<file path="src/rtl/conv_in_fifo.sv">
// Activation input FIFO ahead of the conv layer: 1-cycle registered pop, almost-full back-pressure.
// Define CONV_IN_FIFO_ERR_FLAG_EN to add sticky err_overflow/err_underflow outputs.
module conv_in_fifo #(
  parameter int DATA_WIDTH      = 16,
  parameter int DEPTH           = 32,
  parameter int ALMOST_FULL_GAP = 4
) (
  input  logic                         clk,
  input  logic                         rst_n,
  input  logic [DATA_WIDTH-1:0]        i_data,
  input  logic                         i_valid,
  input  logic                         fifo_rd_en,
  output logic [DATA_WIDTH-1:0]        o_data,
  output logic                         o_valid,
  output logic                         fifo_empty,
  output logic                         fifo_full,
  output logic                         fifo_almost_full,
  output logic [$clog2(DEPTH+1)-1:0]   fifo_count
`ifdef CONV_IN_FIFO_ERR_FLAG_EN
  ,
  output logic                         err_overflow,
  output logic                         err_underflow
`endif
);

  localparam int AW = $clog2(DEPTH);
  localparam int CW = $clog2(DEPTH+1);
  localparam logic [CW-1:0] FULL_LVL = CW'(DEPTH);
  localparam logic [CW-1:0] AF_LVL   = CW'(DEPTH - ALMOST_FULL_GAP);

  logic [DATA_WIDTH-1:0] mem_q [DEPTH];
  logic [AW-1:0]         wr_ptr_q, rd_ptr_q;
  logic [CW-1:0]         count_q, count_d;
  logic [DATA_WIDTH-1:0] o_data_q;
  logic                  o_valid_q, empty_q, full_q, afull_q;
  logic                  rd_acc, wr_acc;

  assign rd_acc = fifo_rd_en & ~empty_q;
  assign wr_acc = i_valid & (~full_q | rd_acc);

  always_comb begin
    count_d = count_q;
    if (wr_acc && !rd_acc)
      count_d = count_q + CW'(1);
    else if (rd_acc && !wr_acc)
      count_d = count_q - CW'(1);
  end

  // Storage is deliberately left out of reset; the read below sees the pre-write value on a full-slot collision.
  always_ff @(posedge clk) begin
    if (wr_acc)
      mem_q[wr_ptr_q] <= i_data;
  end

  always_ff @(posedge clk or negedge rst_n) begin
    if (!rst_n) begin
      wr_ptr_q  <= '0;
      rd_ptr_q  <= '0;
      count_q   <= '0;
      o_data_q  <= '0;
      o_valid_q <= 1'b0;
      empty_q   <= 1'b1;
      full_q    <= 1'b0;
      afull_q   <= 1'b0;
    end else begin
      if (wr_acc)
        wr_ptr_q <= wr_ptr_q + AW'(1);
      if (rd_acc) begin
        rd_ptr_q <= rd_ptr_q + AW'(1);
        o_data_q <= mem_q[rd_ptr_q];
      end
      o_valid_q <= rd_acc;
      count_q   <= count_d;
      empty_q   <= (count_d == '0);
      full_q    <= (count_d == FULL_LVL);
      afull_q   <= (count_d >= AF_LVL);
    end
  end

`ifdef CONV_IN_FIFO_ERR_FLAG_EN
  logic ovf_q, udf_q;

  always_ff @(posedge clk or negedge rst_n) begin
    if (!rst_n) begin
      ovf_q <= 1'b0;
      udf_q <= 1'b0;
    end else begin
      ovf_q <= ovf_q | (i_valid & full_q & ~rd_acc);
      udf_q <= udf_q | (fifo_rd_en & empty_q);
    end
  end

  assign err_overflow  = ovf_q;
  assign err_underflow = udf_q;
`endif

  assign o_data           = o_data_q;
  assign o_valid          = o_valid_q;
  assign fifo_empty       = empty_q;
  assign fifo_full        = full_q;
  assign fifo_almost_full = afull_q;
  assign fifo_count       = count_q;

endmodule

</file>
<file path="config.mk">
export PLATFORM = sky130hd
export DESIGN_NAME = conv_in_fifo
export DESIGN_NICKNAME = d
export VERILOG_FILES = /design/src/rtl/conv_in_fifo.sv
export SDC_FILE = /design/constraint.sdc
export NUM_CORES = 1
export LEC_CHECK = 0
export CAP_MARGIN = 0
export CORE_MARGIN = 2
export CORE_UTILIZATION = 32
export CTS_CLUSTER_SIZE = 30
export DETAILED_ROUTE_END_ITERATION = 16
export GPL_ROUTABILITY_DRIVEN = 0
export PLACE_DENSITY = 0.57
export SETUP_SLACK_MARGIN = 0.5
export SYNTH_ARGS = -nofsm -noshare
export SYNTH_HDL_FRONTEND = slang
export SYNTH_SLANG_ARGS = --single-unit
</file>
<file path="constraint.sdc">
create_clock -name clk -period 2.73 [get_ports clk]
set_clock_uncertainty 0.05 [all_clocks]
set_input_delay 0.546 -clock clk [delete_from_list [all_inputs] [get_ports clk]]
set_output_delay 0.546 -clock clk [all_outputs]
set_load 0.01 [all_outputs]
</file>
==> flow_metrics.env, run 1 <==
export IMPL_placed_area_um2=23690
export IMPL_synth_edf_count=512
export IMPL_sw_frac_of_total_pct=29.65
export IMPL_avgRoutedWirePerCell_um=23.47
export IMPL_cts_sinks=548
export IMPL_post_route_period_util_pct=82.94
export IMPL_worstMarginPinSlew_ps=760.8
export IMPL_start_kind="flip-flop"
export IMPL_synthFlopType="edfxtp_1"
export IMPL_synth_top_area_cell="edfxtp_1"
export IMPL_grt_setup_unrepaired="true"
export IMPL_min_period_ps=2264
export IMPL_grt_pass1_vias=11040
export IMPL_insertion_delay_ps=600
export IMPL_first_pass_iters=5
export IMPL_async_reset_ff_share_pct=6.569
export IMPL_yosysWarnings=0
export IMPL_switchingPower_w=0.007752
export IMPL_htreeDepth=2
export IMPL_utilization_pct=39.55
export IMPL_ioPinCount=46
export IMPL_setup_ws_ps=465.7
export IMPL_start_util_pct=32.31
export IMPL_numCtsBuffers=55
export IMPL_met3_usage_pct=2.681
export IMPL_grtUsageMet2_pct=23.85
export IMPL_drive_gt1_share_pct=27.61
export IMPL_syn_nets=1105
export IMPL_drv_slew=0
export IMPL_leakage_nw=8.644
export IMPL_areaGrowthSynthToFinish_pct=22.40
export IMPL_setup_viol=0
export IMPL_cp_required_ps=3180
export IMPL_first_iter_violations=1022
export IMPL_cts_root_buf="clkbuf_16"
export IMPL_fin_cells=2168
export IMPL_num_rows=94
export IMPL_syn_area_um2=21240
export IMPL_grt_busiest_layer="met2"
export IMPL_ys_types=47
export IMPL_max_vdd_ir_drop_mv=0.5010
export IMPL_clk_path_buf_depth=3
export IMPL_grt_max_degree=34
export IMPL_synth_top_area_share_pct=72.37
export IMPL_synth_seq_cells=548
export IMPL_port_buffers=45
export IMPL_core_um2=65750
export IMPL_antenna_found_initial=0
export IMPL_clockPowerShare_pct=29.8
export IMPL_path_max_fanout=12
export IMPL_dp_cells=2048
export IMPL_synth_cells=1078
export IMPL_synth_top_cells_by_count="edfxtp_1, mux2i_1, mux4_2, nor2_1, o22ai_1"
export IMPL_avgSynthCellArea_um2=19.71
export IMPL_antenna_cells=0
export IMPL_dieHeight_um=261.7
export IMPL_arrival_ps=2710
export IMPL_final_cell_area_um2=26000
export IMPL_outcome="complete, no violations"
export IMPL_cap_viol_max_count=0
export IMPL_final_nets=1288
export IMPL_drc=0
export IMPL_clk_pin_slew_ps=60
export IMPL_final_antenna_net_count=0
export IMPL_use_met1_pct=21.68
export IMPL_worstHoldPathType="reg2reg"
export IMPL_seqPwrFrac_pct=39.9
export IMPL_end_kind="flip-flop"
export IMPL_grt_util_all_layers_pct=15.08
export IMPL_grt_first_pass_wirelength_um=74550
export IMPL_vias=10790
export IMPL_post_drt_via_cell_ratio=4.978
export IMPL_drt_total_wl_um=50880
export IMPL_hpwl_um=31490
export IMPL_p_comb_share_pct=30.3
export IMPL_dpl_worst_slack_ps=-110.6
export IMPL_die_area_um2=68470
export IMPL_die_w_um=261.7
export IMPL_synth_most_common_cell="edfxtp_1"
export IMPL_internal_power_w=0.01840
export IMPL_seq_area_frac_synth_pct=76.62
export IMPL_power_per_cell_area_nw_per_um2=1006
export IMPL_whs_ps=451.0
export IMPL_cts_tree="built"
export IMPL_slew_limit_headroom_pct=49.28
export IMPL_grt_overflow_total=0
export IMPL_hold_viol=0
export IMPL_worstSetupPathType="reg2reg"
export IMPL_netlist_top_cells_area="edfxtp_1, mux4_2, mux2i_1, dfrtp_1, o22ai_1"
export IMPL_fmax_mhz=441.6
==> worst paths after layout <==
check                             from     endpoint  slack, ps  cells after the start
hold reg to reg            rd_ptr_q[4]  rd_ptr_q[4]        450                      1
hold / removal             rd_ptr_q[4]  rd_ptr_q[4]        450                      1
max in group asynchronous        rst_n   fifo_empty       1430                      3
setup / recovery           rd_ptr_q[1]   o_data[12]        470                      7
setup reg to reg           rd_ptr_q[1]   o_data[12]        470                      7
min in group asynchronous        rst_n    o_data[1]        500                      2
==> per-stage QoR <==
step                      TNS, ps  power [W]
after floorplan                 0    0.01497
after global placement     -123.0    0.01780
after detailed placement   -110.6    0.01789
after CTS                       0    0.02611
after global routing            0    0.02726
final                           0    0.02615
==> kinds of logic (layout without fill, tap and decap cells) <==
group	Yosys count	count (layout)	share of synthesized area (%)
AOI/OAI and AO/OA	94	94	2.992
xor gates and xnor gates	12	12	0.4948
adders and majority gates	7	7	0.4123
buffers and inverters	63	289	1.684
DFF	548	548	76.62
muxes	208	208	14.51
and+or+nand+nor	146	146	3.287
==> layer usage <==
metal  share of wire [%]  wire length, um
met1                  45            22840
met2                  47            24140
met3                 5.9             3016
met4                 1.7              875
met5                   0                0
==> placed cells by master (no fill, tap or decap), drive strengths merged, types with 7 or more instances in the layout <==
cell	netlist	layout
edfxtp	512	512
buf	41	139
mux2i	128	128
mux4	80	80
clkbuf	17	77
nor2	69	69
o22ai	49	49
clkdlybuf4s50	0	41
dfrtp	35	35
nand2	17	17
nor4	17	17
nor3	16	16
o21a	15	15
a211oi	15	15
clkinv	0	13
xnor2	9	9
bufinv	0	8
o21ai	7	7
ha	7	7
==> power groups by stage <==
stage	Combinational (W)	Sequential [W]	Clock (W)
final	0.00792	0.0104	0.00780
after CTS	0.00770	0.0104	0.00798
after floorplan	0.00457	0.0104	0
after global placement	0.00712	0.0107	0
after detailed placement	0.00718	0.0107	0
after global routing	0.00845	0.0105	0.00831
==> critical path, cell delays in order, from the launching register on <==
cell,delay (ps)
dfrtp_4,530
buf_12,180
mux4_2,540
mux2i_1,190
nor2_1,90
nor4_2,340
buf_4,190
nor3_1,40
==> state kept, by name, indices dropped and copies added (netlist names) <==
register          count
mem_q               512
o_data               16
fifo_count            6
rd_ptr_q              5
wr_ptr_q              5
fifo_almost_full      1
fifo_empty            1
fifo_full             1
o_valid               1
==> cell type report <==
cell class / instances / area [um2]
clock inverter: 23 / 316.6
clock buffer: 77 / 1572
inverter: 5 / 18.77
sequential: 548 / 16290
tap: 864 / 1081
timing repair buffer: 184 / 1876
multi-input combinational: 467 / 4847
fill: 5861 / 39740
==> timing repair <==
action | 4_1_cts | 5_1_grt
endpoints found under the hold margin | 28 | 0
hold buffers | 1 | 0
buffers inserted | 11 | 8
endpoints found under the setup margin | 21 | 20
pin swaps | 2 | 2
resized for setup | 30 | 25
(Power assumes the default switching activity.)
==> run 2, diff against run 1 <==
==> constraint.sdc (replaced) <==
create_clock -name clk -period 2.12 [get_ports clk]
set_clock_uncertainty 0.05 [all_clocks]
set_input_delay 0.424 -clock clk [delete_from_list [all_inputs] [get_ports clk]]
set_output_delay 0.424 -clock clk [all_outputs]
set_load 0.01 [all_outputs]
==> flow_metrics.env, run 2 (synthesis results as in run 1) <==
export IMPL_crit_chain="buf_12 > buf_12 > buf_4 > mux4_2 > mux2i_4 > buf_6 > nor2_2 > nor4_2 > nor3_1"
export IMPL_antenna_found_initial=0
export IMPL_sw_frac_of_total_pct=30.87
export IMPL_clk_path_buf_depth=3
export IMPL_post_drt_via_cell_ratio=5.004
export IMPL_max_vdd_ir_drop_mv=0.6743
export IMPL_fillers=5611
export IMPL_arrival_ps=2660
export IMPL_grt_setup_unrepaired="true"
export IMPL_final_antenna_net_count=0
export IMPL_worstHoldPathType="in2async"
export IMPL_seqPwrFrac_pct=36.9
export IMPL_final_nets=1408
export IMPL_critical_path_top_delay_family="multiplexers"
export IMPL_crit_top_cell="buf_12"
export IMPL_start_kind="flip-flop"
export IMPL_areaGrowthSynthToFinish_pct=33.26
export IMPL_path_max_fanout=8
export IMPL_critPathMaxStageDelay_ps=510
export IMPL_clockPowerShare_pct=26.3
export IMPL_grt_pass1_vias=11690
export IMPL_cp_required_ps=2550
export IMPL_avgRoutedWirePerCell_um=23.92
export IMPL_worstMarginPinSlew_ps=794.6
export IMPL_port_buffers=45
export IMPL_crit_slowest_cell="dfrtp_4"
export IMPL_ioPinCount=46
export IMPL_fin_cells=2287
export IMPL_largest_register_ffs=512
export IMPL_drt_total_wl_um=54700
export IMPL_die_area_um2=68470
export IMPL_antenna_cells=0
export IMPL_final_cell_area_um2=28310
export IMPL_dp_cells=2080
export IMPL_total_power_w=0.03611
export IMPL_setup_ws_ps=-116.1
export IMPL_violations="setup timing"
export IMPL_htreeDepth=2
export IMPL_cts_sinks=548
export IMPL_cts_tree="built"
export IMPL_drc=0
export IMPL_die_w_um=261.7
export IMPL_clk_pin_slew_ps=60
export IMPL_placed_area_um2=24670
export IMPL_drv_slew=0
export IMPL_dieHeight_um=261.7
export IMPL_start_util_pct=32.31
export IMPL_setup_viol=122
export IMPL_hpwl_um=32090
export IMPL_grt_overflow_total=0
export IMPL_utilization_pct=43.06
export IMPL_leakage_nw=9.607
export IMPL_drive_gt1_share_pct=38.65
export IMPL_grt_util_all_layers_pct=15.97
export IMPL_tns_ps=-4596
export IMPL_top_register="mem_q"
export IMPL_cts_root_buf="clkbuf_16"
export IMPL_p_comb_share_pct=36.9
export IMPL_grt_first_pass_wirelength_um=78580
export IMPL_outcome="complete, but fails checks"
export IMPL_min_period_ps=2236
export IMPL_cap_viol_max_count=0
export IMPL_internal_power_w=0.02497
export IMPL_insertion_delay_ps=600
export IMPL_hold_viol=0
export IMPL_final_cell_mix="edfxtp_1, mux2i_1, buf_4"
export IMPL_numCtsBuffers=56
export IMPL_end_kind="flip-flop"
export IMPL_worstSetupPathType="reg2reg"
export IMPL_first_pass_iters=7
export IMPL_critPathBufInv=4
export IMPL_switchingPower_w=0.01115
export IMPL_post_route_period_util_pct=105.5
export IMPL_layout_commonest_cell="edfxtp_1"
export IMPL_first_iter_violations=872
export IMPL_fmax_mhz=447.2
export IMPL_power_per_cell_area_nw_per_um2=1276
export IMPL_num_rows=94
export IMPL_vias=11440
export IMPL_grt_max_degree=37
export IMPL_slew_limit_headroom_pct=47.03
export IMPL_core_um2=65750
[run 2: changes by cell type in the layout (fill, tap and decap cells not counted), sizes merged]
cell / change
clkdlybuf4s50: -23
clkbuf: +3
clkinv: +8
dlygate4sd2: -2
clkinvlp: +3
dlymetal6s2s: -1
buf: +133
inv: +1
bufinv: -3
[run 2: final timing paths]
check	slack (ps)	to	cells after the start	start
max in group asynchronous	1000	wr_ptr_q[3]	3	rst_n
min in group clk	460	rd_ptr_q[4]	1	rd_ptr_q[4]
hold / removal	400	o_valid	2	rst_n
setup reg to reg	-120	o_data[1]	9	rd_ptr_q[1]
setup / recovery	-120	o_data[1]	9	rd_ptr_q[1]
hold reg to reg	460	rd_ptr_q[4]	1	rd_ptr_q[4]
[run 2: metrics by stage]
step	hold WS (ps)	worst slack, ps
final	401.8	-116.1
after detailed placement	453.0	-267.6
after global placement	438.8	-292.0
after CTS	381.6	-141.4
after floorplan	78.41	188.9
after global routing	444.3	-191.8
[run 2: what timing repair did]
action / CTS / global route
setup buffers: 66 / 21
setup endpoints to repair: 559 / 562
hold endpoints to repair: 29 / 0
resized for setup: 194 / 78
pin swaps: 19 / 27
cloned: 16 / 3
hold buffers: 1 / 0
[run 2: final cells by class]
| cell class | count | area (um2) | area share [%] |
|---|---|---|---|
| timing repair buffer | 303 | 3887 | 13.73 |
| clock buffer | 68 | 1468 | 5.184 |
| inverter | 5 | 21.27 | 0.07513 |
| sequential | 548 | 16290 | 57.55 |
| tap | 864 | 1081 | 3.819 |
| multi-input combinational | 467 | 5274 | 18.63 |
| clock inverter | 32 | 286.5 | 1.012 |
[run 2: power groups by stage]
stage	sequential [W]	clock [W]	combinational, W
after floorplan	0.0134	0	0.00637
after global placement	0.0135	0	0.0111
after detailed placement	0.0136	0	0.0112
after CTS	0.0133	0.00965	0.0125
after global routing	0.0134	0.0101	0.0140
final	0.0133	0.00948	0.0133
[run 2: layer usage]
layer / track usage, % / up-vias / share of wire [%]
li1: - / 4999 / -
met1: 21.61 / 5975 / 42
met2: 25.29 / 371 / 47
met3: 3.019 / 99 / 6.7
met4: 6.850 / 0 / 4.1
met5: 0 / - / 0
==> run 3, diff against run 2 <==
==> constraint.sdc (replaced) <==
create_clock -name clk -period 2.12 [get_ports clk]
set_clock_uncertainty 0.05 [all_clocks]
set_input_delay 0.212 -clock clk [delete_from_list [all_inputs] [get_ports clk]]
set_output_delay 0.212 -clock clk [all_outputs]
set_load 0.01 [all_outputs]
==> flow_metrics.env, run 3 (synthesis results as in run 1) <==
export IMPL_setup_ws_ps=-51.96
export IMPL_clk_path_buf_depth=3
export IMPL_first_iter_violations=956
export IMPL_largest_register_ffs=512
export IMPL_total_power_w=0.03662
export IMPL_cp_required_ps=2560
export IMPL_fin_cells=2273
export IMPL_post_route_period_util_pct=102.5
export IMPL_port_buffers=45
export IMPL_grt_max_degree=33
export IMPL_start_kind="flip-flop"
export IMPL_htreeDepth=2
export IMPL_fmax_mhz=460.4
export IMPL_end_kind="flip-flop"
export IMPL_cap_viol_max_count=0
export IMPL_whs_ps=91.50
export IMPL_die_w_um=261.7
export IMPL_worstReg2RegStart="rd_ptr_q[1]"
export IMPL_num_rows=94
export IMPL_areaGrowthSynthToFinish_pct=32.39
export IMPL_die_area_um2=68470
export IMPL_max_vdd_ir_drop_mv=0.5859
export IMPL_start_util_pct=32.31
export IMPL_grt_first_pass_wirelength_um=80410
export IMPL_vias=11360
export IMPL_layout_commonest_cell="edfxtp_1"
export IMPL_r2r_setup_slack_ps=-50
export IMPL_grt_pass1_vias=11680
export IMPL_post_drt_via_cell_ratio=4.997
export IMPL_utilization_pct=42.78
export IMPL_critPathMaxStageDelay_ps=530
export IMPL_drv_slew=0
export IMPL_drt_total_wl_um=55930
export IMPL_grt_util_all_layers_pct=16.33
export IMPL_avgRoutedWirePerCell_um=24.61
export IMPL_path_max_fanout=11
export IMPL_slew_limit_headroom_pct=61.80
export IMPL_crit_chain="buf_12 > buf_4 > mux4_2 > mux2i_4 > buf_6 > nor2_2 > a2111oi_4 > nor3_1"
export IMPL_final_cell_mix="edfxtp_1, buf_4, mux2i_1"
export IMPL_ioPinCount=46
export IMPL_cts_tree="built"
export IMPL_final_antenna_net_count=0
export IMPL_clk_pin_slew_ps=60
export IMPL_worstMarginPinSlew_ps=571.1
export IMPL_leakage_nw=9.527
export IMPL_dieHeight_um=261.7
export IMPL_crit_slowest_cell="dfrtp_4"
export IMPL_top_register="mem_q"
export IMPL_insertion_delay_ps=610
export IMPL_dp_cells=2083
export IMPL_violations="setup timing"
export IMPL_cts_root_buf="clkbuf_16"
export IMPL_worstHoldPathType="in2async"
export IMPL_grt_overflow_total=0
export IMPL_first_pass_iters=5
export IMPL_setup_viol=1
export IMPL_antenna_found_initial=0
export IMPL_power_per_cell_area_nw_per_um2=1302
export IMPL_hold_viol=0
export IMPL_outcome="complete, but fails checks"
export IMPL_final_nets=1393
export IMPL_drive_gt1_share_pct=38.25
export IMPL_drc=0
export IMPL_arrival_ps=2610
export IMPL_final_cell_area_um2=28120
export IMPL_hpwl_um=33600
export IMPL_worstSetupPathType="reg2reg"
export IMPL_antenna_cells=0
export IMPL_min_period_ps=2172
export IMPL_cts_sinks=548
export IMPL_grt_setup_unrepaired="true"
export IMPL_core_um2=65750
export IMPL_critPathLaunch="rd_ptr_q[1]"
export IMPL_placed_area_um2=24510
export IMPL_numCtsBuffers=57
[run 3: cell count changes in the layout (fill, tap and decap cells not counted), moves of 10 or more]
cell / previous run / this run
buf_2: 18 / 3
buf_12: 82 / 69
buf_4: 114 / 126
dlymetal6s2s_1: 0 / 11
buf_6: 43 / 33
o22ai_1: 45 / 35
o22ai_2: 3 / 13
[run 3: area by class of cell]
| type | count | area [um2] |
|---|---|---|
| Timing Repair Buffer | 287 | 3472 |
| Sequential cell | 548 | 16300 |
| Clock buffer | 71 | 1521 |
| Fill cell | 5619 | 37620 |
| Clock inverter | 31 | 300.3 |
| Multi-Input combinational cell | 467 | 5429 |
| Tap cell | 864 | 1081 |
| Inverter | 5 | 18.77 |
[run 3: power by group]
part,internal (W),switching (W)
combinational,0.00667,0.00665
sequential,0.0128,0.000636
clock,0.00578,0.00406
total,0.0253,0.0113
[run 3: worst paths after layout]
kind                                 endpoint  depth (start not counted)
worst max-delay path                o_data[2]                          8
worst min-delay path            fifo_count[5]                          3
worst max register to register      o_data[2]                          8
worst min register to register    rd_ptr_q[4]                          1
max in group asynchronous           fifo_full                          3
min in group clk                fifo_count[1]                          4
[run 3: layer usage]
metal  wire (um)  track usage, %
met1       24190           22.48
met2       27330           26.85
met3        2977           2.604
met4        1435           4.672
met5           0               0
[run 3: worst max-delay path: cells and delay by family, from the launching register on]
family / cells / cell delay [ps]
muxes: 2 / 660
AOI/OAI and AO/OA: 1 / 220
DFF: 1 / 530
and+or+nand+nor: 2 / 140
buffers and inverters: 3 / 450
[run 3: per-stage QoR]
step,setup slack [ps],setup TNS (ps)
after floorplan,188.9,0
after global placement,-287.2,-5361
after detailed placement,-281.1,-12410
after CTS,3.924,0
after global routing,-87.27,-729.9
final,-51.96,-51.96
[run 3: what timing repair did]
action	CTS	global route
hold endpoints to repair	36	0
endpoints found under the setup margin	560	553
gates cloned	7	2
pin swaps	17	15
gates resized for setup	140	61
setup buffers	55	22
hold buffers	2	0
